**config.mk**
```make
export PLATFORM = sky130hd
export DESIGN_NAME = fib_sequencer
export DESIGN_NICKNAME = d
export VERILOG_FILES = /design/src/rtl/fib_pkg.sv /design/src/rtl/fib_sequencer_adder.sv /design/src/rtl/fib_sequencer.sv
export SDC_FILE = /design/constraint.sdc
export NUM_CORES = 1
export LEC_CHECK = 0
export BUFFER_PORTS_ARGS = -buffer_cell sky130_fd_sc_hd__buf_4
export CAP_MARGIN = 5
export CORE_MARGIN = 1
export CORE_UTILIZATION = 54
export CTS_BUF_LIST = sky130_fd_sc_hd__clkbuf_4 sky130_fd_sc_hd__clkbuf_8 sky130_fd_sc_hd__clkbuf_16
export DETAILED_ROUTE_END_ITERATION = 10
export GPL_TIMING_DRIVEN = 0
export PLACE_DENSITY = 0.77
export SYNTH_ARGS = -nofsm -noshare
export SYNTH_HDL_FRONTEND = slang
export SYNTH_HIERARCHICAL = 1
export SYNTH_SLANG_ARGS = --single-unit
```
**constraint.sdc**
```tcl
create_clock -name clk -period 1.85 [get_ports clk]
set_input_delay 0.185 -clock clk [delete_from_list [all_inputs] [get_ports clk]]
set_output_delay 0.185 -clock clk [all_outputs]
set_load 0.02 [all_outputs]
```
**src/rtl/fib_pkg.sv**
```systemverilog
// fib_pkg: shared state encoding and default widths for the Fibonacci sequencer
package fib_pkg;
  typedef enum logic [1:0] {IDLE = 2'd0, RUN = 2'd1, DONE = 2'd2} state_t;
  localparam int FIB_WIDTH = 4;
  localparam int FIB_CNT_W = 4;
endpackage

```
**src/rtl/fib_sequencer_adder.sv**
```systemverilog
// fib_adder: WIDTH-bit unsigned adder exposing the carry out
module fib_adder #(
  parameter int WIDTH = 4
) (
  input  logic [WIDTH-1:0] a,
  input  logic [WIDTH-1:0] b,
  output logic [WIDTH-1:0] sum,
  output logic             carry
);
  assign {carry, sum} = {1'b0, a} + {1'b0, b};
endmodule

```
**src/rtl/fib_sequencer.sv**
```systemverilog
// fib_sequencer: emits F(0)..F(n-1) one per clock, truncating with a sticky overflow flag
module fib_sequencer
  import fib_pkg::*;
#(
  parameter int WIDTH = FIB_WIDTH,
  parameter int CNT_W = FIB_CNT_W
) (
  input  logic             clk,
  input  logic             reset,
  input  logic             start,
  input  logic [CNT_W-1:0] n_terms,
  output logic             ready,
  output logic [WIDTH-1:0] term,
  output logic             term_valid,
  output logic [CNT_W-1:0] term_idx,
  output logic             done,
  output logic             overflow
);
  state_t state, state_n;
  logic [WIDTH-1:0] a, b, a_n, b_n, sum;
  logic [CNT_W-1:0] idx, idx_n, n_lat, n_lat_n;
  logic a_inv, b_inv, a_inv_n, b_inv_n, ovf_n, carry;
  fib_adder #(.WIDTH(WIDTH)) u_add (.a(a), .b(b), .sum(sum), .carry(carry));
  always_comb begin
    state_n = state;
    a_n = a;
    b_n = b;
    idx_n = idx;
    n_lat_n = n_lat;
    a_inv_n = a_inv;
    b_inv_n = b_inv;
    ovf_n = overflow;
    if (state == IDLE && start) begin
      ovf_n = 1'b0;
      state_n = n_terms != '0 ? RUN : DONE;
      if (n_terms != '0) begin
        a_n = '0;
        b_n = WIDTH'(1);
        a_inv_n = 1'b0;
        b_inv_n = 1'b0;
        idx_n = '0;
        n_lat_n = n_terms;
      end
    end else if (state == RUN && a_inv) begin
      ovf_n = 1'b1;
      state_n = DONE;
    end else if (state == RUN) begin
      a_n = b;
      a_inv_n = b_inv;
      b_n = sum;
      b_inv_n = carry | a_inv | b_inv;
      idx_n = idx + 1'b1;
      state_n = idx == n_lat - 1'b1 ? DONE : RUN;
    end else if (state == DONE) begin
      state_n = IDLE;
    end
  end
  always_ff @(posedge clk) begin
    if (reset) begin
      state <= IDLE;
      a <= '0;
      b <= '0;
      idx <= '0;
      n_lat <= '0;
      a_inv <= 1'b0;
      b_inv <= 1'b0;
      overflow <= 1'b0;
    end else begin
      state <= state_n;
      a <= a_n;
      b <= b_n;
      idx <= idx_n;
      n_lat <= n_lat_n;
      a_inv <= a_inv_n;
      b_inv <= b_inv_n;
      overflow <= ovf_n;
    end
  end
  assign ready = state == IDLE;
  assign done = state == DONE;
  assign term_valid = state == RUN && !a_inv;
  assign term = term_valid ? a : '0;
  assign term_idx = term_valid ? idx : '0;
endmodule
```
# --- Yosys cells after proc, flatten, opt, wreduce, memory -nomap -nowiden ---
# Cells that the tools add are included.
word_totals:
  inputBits: 7
  word_cells: 55
  ff_bits: 21
  output_inout_bits: 12
op_classes:
  mux: 26
  n_eq_ne: 5
  n_addsub: 3
  reduce_logical: 11
  bitwise_logic: 2
ops:
  columns: ["op", "count"]
  rows:
  - ["$mux W4", 13]
  - ["$mux W2", 6]
  - ["$reduce_bool A4 Y1", 2]
  - ["$mux W1", 7]
  - ["$add A4 B4 Y5", 1]
  - ["$add A4 B1 Y4 const B", 1]
  - ["$eq A4 B4 Y1", 1]
  - ["$sub A4 B1 Y4 const B", 1]
  - ["$logic_and A1 B1 Y1", 3]
  - ["$reduce_and A3 Y1", 1]
  - ["$eq A2 B1 Y1 const B", 1]
  - ["$eq A2 B2 Y1 const B", 1]
  - ["$logic_not A2 Y1", 1]
  - ["$ne A2 B1 Y1 const B", 1]
  - ["$ne A2 B2 Y1 const B", 1]
  - ["$or A1 B1 Y1", 2]
  - ["$reduce_and A2 Y1", 1]
  - ["$reduce_bool A2 Y1", 1]
  - ["$reduce_or A2 Y1", 1]
  - ["$logic_not A1 Y1", 1]

# --- Logic depth before layout (Yosys ltp) ---
logic_depth:
  word_depth: 6
  depth_mapped: 9
  ltp_nobuf: 9

# --- Modules after synthesis ---
# Netlist, hierarchy kept.
by_module_without_submodules:
  columns: ["module", "seq_area_each_um2", "area_each_um2", "instances", "cells_per_inst"]
  rows:
  - ["fib_sequencer", 420.4, 987.2, 1, 110]
  - ["fib_adder", 0.0, 136.4, 1, 16]

# --- Worst setup path before layout ---
# OpenSTA, ideal clock, no wires.
synth_timing:
  path_kind: "reg2out"
  from: "reg state[0]"
  to: "out term[0]"
  n_path_buf: 1
  path_stages_with_launch: 4
  arrival_time_ns: 1.384
  slack_ns: 0.281
  t_required_ns: 1.665
  cell_sequence: "dfxtp_1 nor3b_2 clkbuf_1 and2_1"
synth_between:
  elab_chain_len: 3
synth_rtl:
  columns: ["element", "line_no", "rtl"]
  rows:
  - ["start: declaration", "fib_sequencer.sv:19", "state_t state, state_n;"]
  - ["start signal: assignment", "fib_sequencer.sv:69", "state <= state_n;"]
  - ["$eq A2 B1 Y1", "fib_sequencer.sv:81", "assign term_valid = state == RUN && !a_inv;"]
  - ["$logic_and A1 B1 Y1", "fib_sequencer.sv:81", null]
  - ["named net term_valid", "fib_sequencer.sv:14", "output logic term_valid,"]
  - ["$mux W4", "fib_sequencer.sv:82", "assign term = term_valid ? a : '0;"]
  - ["end: declaration", "fib_sequencer.sv:13", "output logic [WIDTH-1:0] term,"]
# The timed path passes the listed nets, and every way through them passes these cells.

# --- Worst setup path after layout ---
layout_timing:
  from: "reg state[1]"
  to: "out term[1]"
layout_between:
  elab_chain_len: 3
layout_rtl:
  columns: ["element", "line_no"]
  rows:
  - ["$eq A2 B1 Y1", "fib_sequencer.sv:81"]
  - ["$logic_and A1 B1 Y1", "fib_sequencer.sv:81"]
  - ["$mux W4", "fib_sequencer.sv:82"]
# Every way passes these cells.

==> results.md <==
- In the synthesized netlist, the cells that appear most often are sky130_fd_sc_hd__dfxtp_1 (21), sky130_fd_sc_hd__nor2_1 (16), sky130_fd_sc_hd__a22oi_1 (9).
- Global routing consumed, over all layers together, 20.3% of the routing resources.
- The number of buffers inserted for hold repair after clock tree synthesis is 0.
- The TritonCTS clock tree is yes.
- The total area of sequential cells is 422 µm².
- The slowest stage cell on the critical path is sky130_fd_sc_hd__dfxtp_1.
- The maximum number of buffers from clock root to sink is 2.
- For the worst setup path, the data required time is 1660 ps.
- The hold violation total from the final report is 0.
- The chip height is 47.6 µm.
- After clock tree synthesis, the clock-pin slew on the worst setup and hold paths is 120 ps.
- The worst-case IR drop observed on VDD is 0.000431 V.
- The net count of the finished layout is 162.
- Together, buffers and inverters on the worst path number 3.
- The synthesized design contains 21 register bits.
- After detailed routing, the number of remaining DRC violations is 0.
- The detail route stage leaves a number of antenna-violating nets equal to 0.
- Yosys mapped the design onto 33 distinct sky130hd cell types.
- The routed wirelength normalized by instance count is 11.7 µm.
- The total congestion overflow after global routing is 0.
- Setup repair after global routing left no endpoint under its margin.
- The total half-perimeter wirelength after legalization and detailed placement is 1440 µm.
- Among cell families on the critical path, the largest total delay comes from buffers and inverters.
- For this block, the routed nets add up to 2040 µm of wire.
- The root buffer selected by CTS is sky130_fd_sc_hd__clkbuf_4.
- Of all flip-flops after synthesis, the portion carrying an async set or reset was 0%.
- After synthesis, the largest area contributor takes up 37.4% of total cell area.
- The die covers 0.00227 mm².
- The cell area power density is 679 mW/mm².
- For the pin with the worst max-slew slack, the measured transition is 433 ps.
- The endpoint of the worst hold path is n_lat[1].
- The signal on the critical path passes through buf_2 -> nor3b_4 -> buf_4 -> and2_1 -> buf_4.
- The mean number of vias per cell is 5.26.
- Dividing the final minimum period by the clock period gives 93.1%.
- The worst setup path is captured at an output pin.
- Buffers inserted during clock tree synthesis total 3.
- For this run, the number of Yosys warnings is 6.
- By startpoint and endpoint, the worst setup path is classified as flop to output pin.
- The minimum clock period is 1720 ps.
- The tree built by TritonCTS fans out to 21 sinks.
- The analysis attributes to net switching a power of 0.264 mW.
- The total core area is 0.00196 mm².
- The combinational group share of total power is 20.2%.
- On the final layout, the worst clock skew is 10.7 ps.
- From synthesis to final layout, the design area changed by 17.8%.
- In the final timing run, aggregate negative setup slack is 0 ps.
- Synthesis handed over a netlist of 126 instances.
- The highest clock rate is 581 MHz.
- The max-slew violation count was 0.
- The filler cell count in the final layout is 178.
- Sorting the synthesized cells by area gives the leading types as sky130_fd_sc_hd__dfxtp_1 (37%), sky130_fd_sc_hd__ha_1 (6.7%), sky130_fd_sc_hd__a22oi_1 (6.0%).
- 19 I/O pins were placed.
- The clock latency on the worst-skew pair is 310 ps.
- The via count of the first global-routing pass is 754.
- During placement, the flow inserted port buffers numbering 17.
- The reg-to-reg critical path startpoint is b[0].
- The cell type with the highest aggregate area in the netlist is sky130_fd_sc_hd__dfxtp_1.
- The width of the die is 47.6 µm.
- The worst hold path begins at n_terms[1].
- STA classifies the critical path startpoint as a flop.
- In this design, the critical path's most frequently occurring cell is sky130_fd_sc_hd__buf_4.
- The number of rows in the core area is 16.
- Setup violations remaining at the end of the flow were counted as 0.
- The worst hold path belongs to the class primary input to flop.
- The H-tree level count is 1.
- The switching share of total power is 29.3%.
- The first global-routing pass estimated 3140 µm of wire.
- The cell internal power dissipation is 0.635 mW.
- The cell area after synthesis is 0.00112 mm².
- For this configuration, the core starts out at a cell density of 57.3%.
- Among all cell types in the netlist, the one instantiated most often is sky130_fd_sc_hd__dfxtp_1.
- The post-synth net total is 140.
- Cells fill 67.5% of the core in the end.
- STA puts the critical path data arrival time at 1540 ps.
- The reported max-cap violation count is 0.
- The run finished with clean final reports.
- The number of vias after detailed routing is 916.
- The number of antenna violations at the first check in global routing is 0.
- The count of flip-flops with a built-in enable after synthesis is 0.
- Dividing the synthesized area by the synthesized cell count gives 8.92 µm².
- Of the cells placed in the final design, the portion with a size suffix greater than 1 is 23.1%.
- The diode insertion count for antenna repair is 0.
- The part of the power in the clock network is 25.1%.
- The register area share after synthesis is 37.4%.
- The leakage power is 0.576 nW.
- The dominant register cell in the synthesized netlist is sky130_fd_sc_hd__dfxtp_1.
- The sequential cell fraction of total power is 54.7%.
- On the worst path, the slowest cell contributes a delay of 310 ps.
- In the final layout, the multi-input gates occupy 647 µm².
- Along the worst hold path, the cell count comes to 3.
- The number of cells on the worst reg-to-reg path is 9.
- The maximum fanout count along the critical path is 10.
- Measured against its own limit, the worst slew margin works out to 71.1%.
- The maximum number of pins on one net before global-route repair is 13.
- In this run the register-to-register setup slack is 320 ps.
- For this run, the detailed router's first-pass iteration total came to 4.
- The last weighted congestion value of the routability-driven placer is 0.687.
- The first routing iteration left 15 violations.
- The endpoint of the lowest-slack register-to-register path is b_inv.
layout make-up:
type                            count  area share [%]
Buffer                              6            2.74
Clock buffer                        3            1.70
Clock inverter                      1           0.378
Inverter                            8            2.27
Multi-Input combinational cell     91            48.9
Sequential cell                    21            31.9
Tap cell                           27            2.55
Timing Repair Buffer               17            9.64
worst max path at each step:
stage | from | cells after the start | endpoint | slack [ps]
detailed placement | state[0] | 4 | term[0] | 180
global placement | state[0] | 4 | term[3] | 210
floorplan | state[0] | 3 | term[0] | 280
CTS | state[1] | 5 | term[2] | 50
finish | state[1] | 5 | term[1] | 130
global route | state[1] | 5 | term_idx[2] | 20
per-layer routing:
layer	part of all wire, %	track usage, %	up-vias
met5	0	0	-
met4	1.8	10.0	0
met3	3.8	4.53	5
met2	47	34.8	21
met1	48	24.0	419
li1	-	-	471
worst min-delay path, cell delays in order:
cell	delay, ps
sky130_fd_sc_hd__buf_4	80
sky130_fd_sc_hd__nand2_1	40
sky130_fd_sc_hd__o21ai_0	60
power by group through the flow:
stage,Clock [mW],Sequential (mW),Combinational (mW)
after floorplan,0,0.496,0.130
after global placement,0,0.500,0.173
after detailed placement,0,0.501,0.176
after CTS,0.234,0.492,0.182
after global routing,0.247,0.495,0.201
final,0.225,0.492,0.182
sequential cells by signal, indices dropped and copies added (netlist names):
register / count
idx: 4
b: 4
b_inv: 1
n_lat: 4
state: 2
a_inv: 1
a: 4
overflow: 1
per-stage QoR:
stage	worst slack [ps]	instance area [µm²]	hold WS, ps	total power, mW	std cells
after floorplan	281	1120	294	0.626	126
after global placement	210	1280	400	0.673	170
after detailed placement	182	1280	409	0.678	170
after CTS	45.6	1320	78.9	0.908	174
after global routing	19.3	1320	79.8	0.943	174
final	128	1320	77.3	0.898	174
logic make-up after synthesis:
group | share of synthesized area [%]
AND/OR/NAND/NOR | 21.6
AO/OA/AOI/OAI | 18.9
flip-flops | 37.4
buffers and inverters | 5.57
XOR/XNOR | 6.24
adder cells (fa/ha/maj) | 8.46
multiplexers | 1.78
placed cells by master (no fill, tap or decap), types with 3 or more instances in the layout:
cell,n
sky130_fd_sc_hd__a21oi_1,5
sky130_fd_sc_hd__a22oi_1,9
sky130_fd_sc_hd__and2_1,8
sky130_fd_sc_hd__buf_4,18
sky130_fd_sc_hd__clkbuf_4,3
sky130_fd_sc_hd__dfxtp_1,20
sky130_fd_sc_hd__ha_1,6
sky130_fd_sc_hd__inv_1,8
sky130_fd_sc_hd__nand2_1,4
sky130_fd_sc_hd__nor2_1,16
sky130_fd_sc_hd__nor2b_1,3
sky130_fd_sc_hd__o21ai_0,6
sky130_fd_sc_hd__xnor2_1,4
sky130_fd_sc_hd__xor2_1,4
timing repair:
action | 4_1_cts | 5_1_grt
pin swaps | 0 | 0
gates resized for setup | 3 | 3
setup buffers | 0 | 0
endpoints found under the setup margin | 9 | 8
No activity file was read; power rests on OpenSTA's default activity.
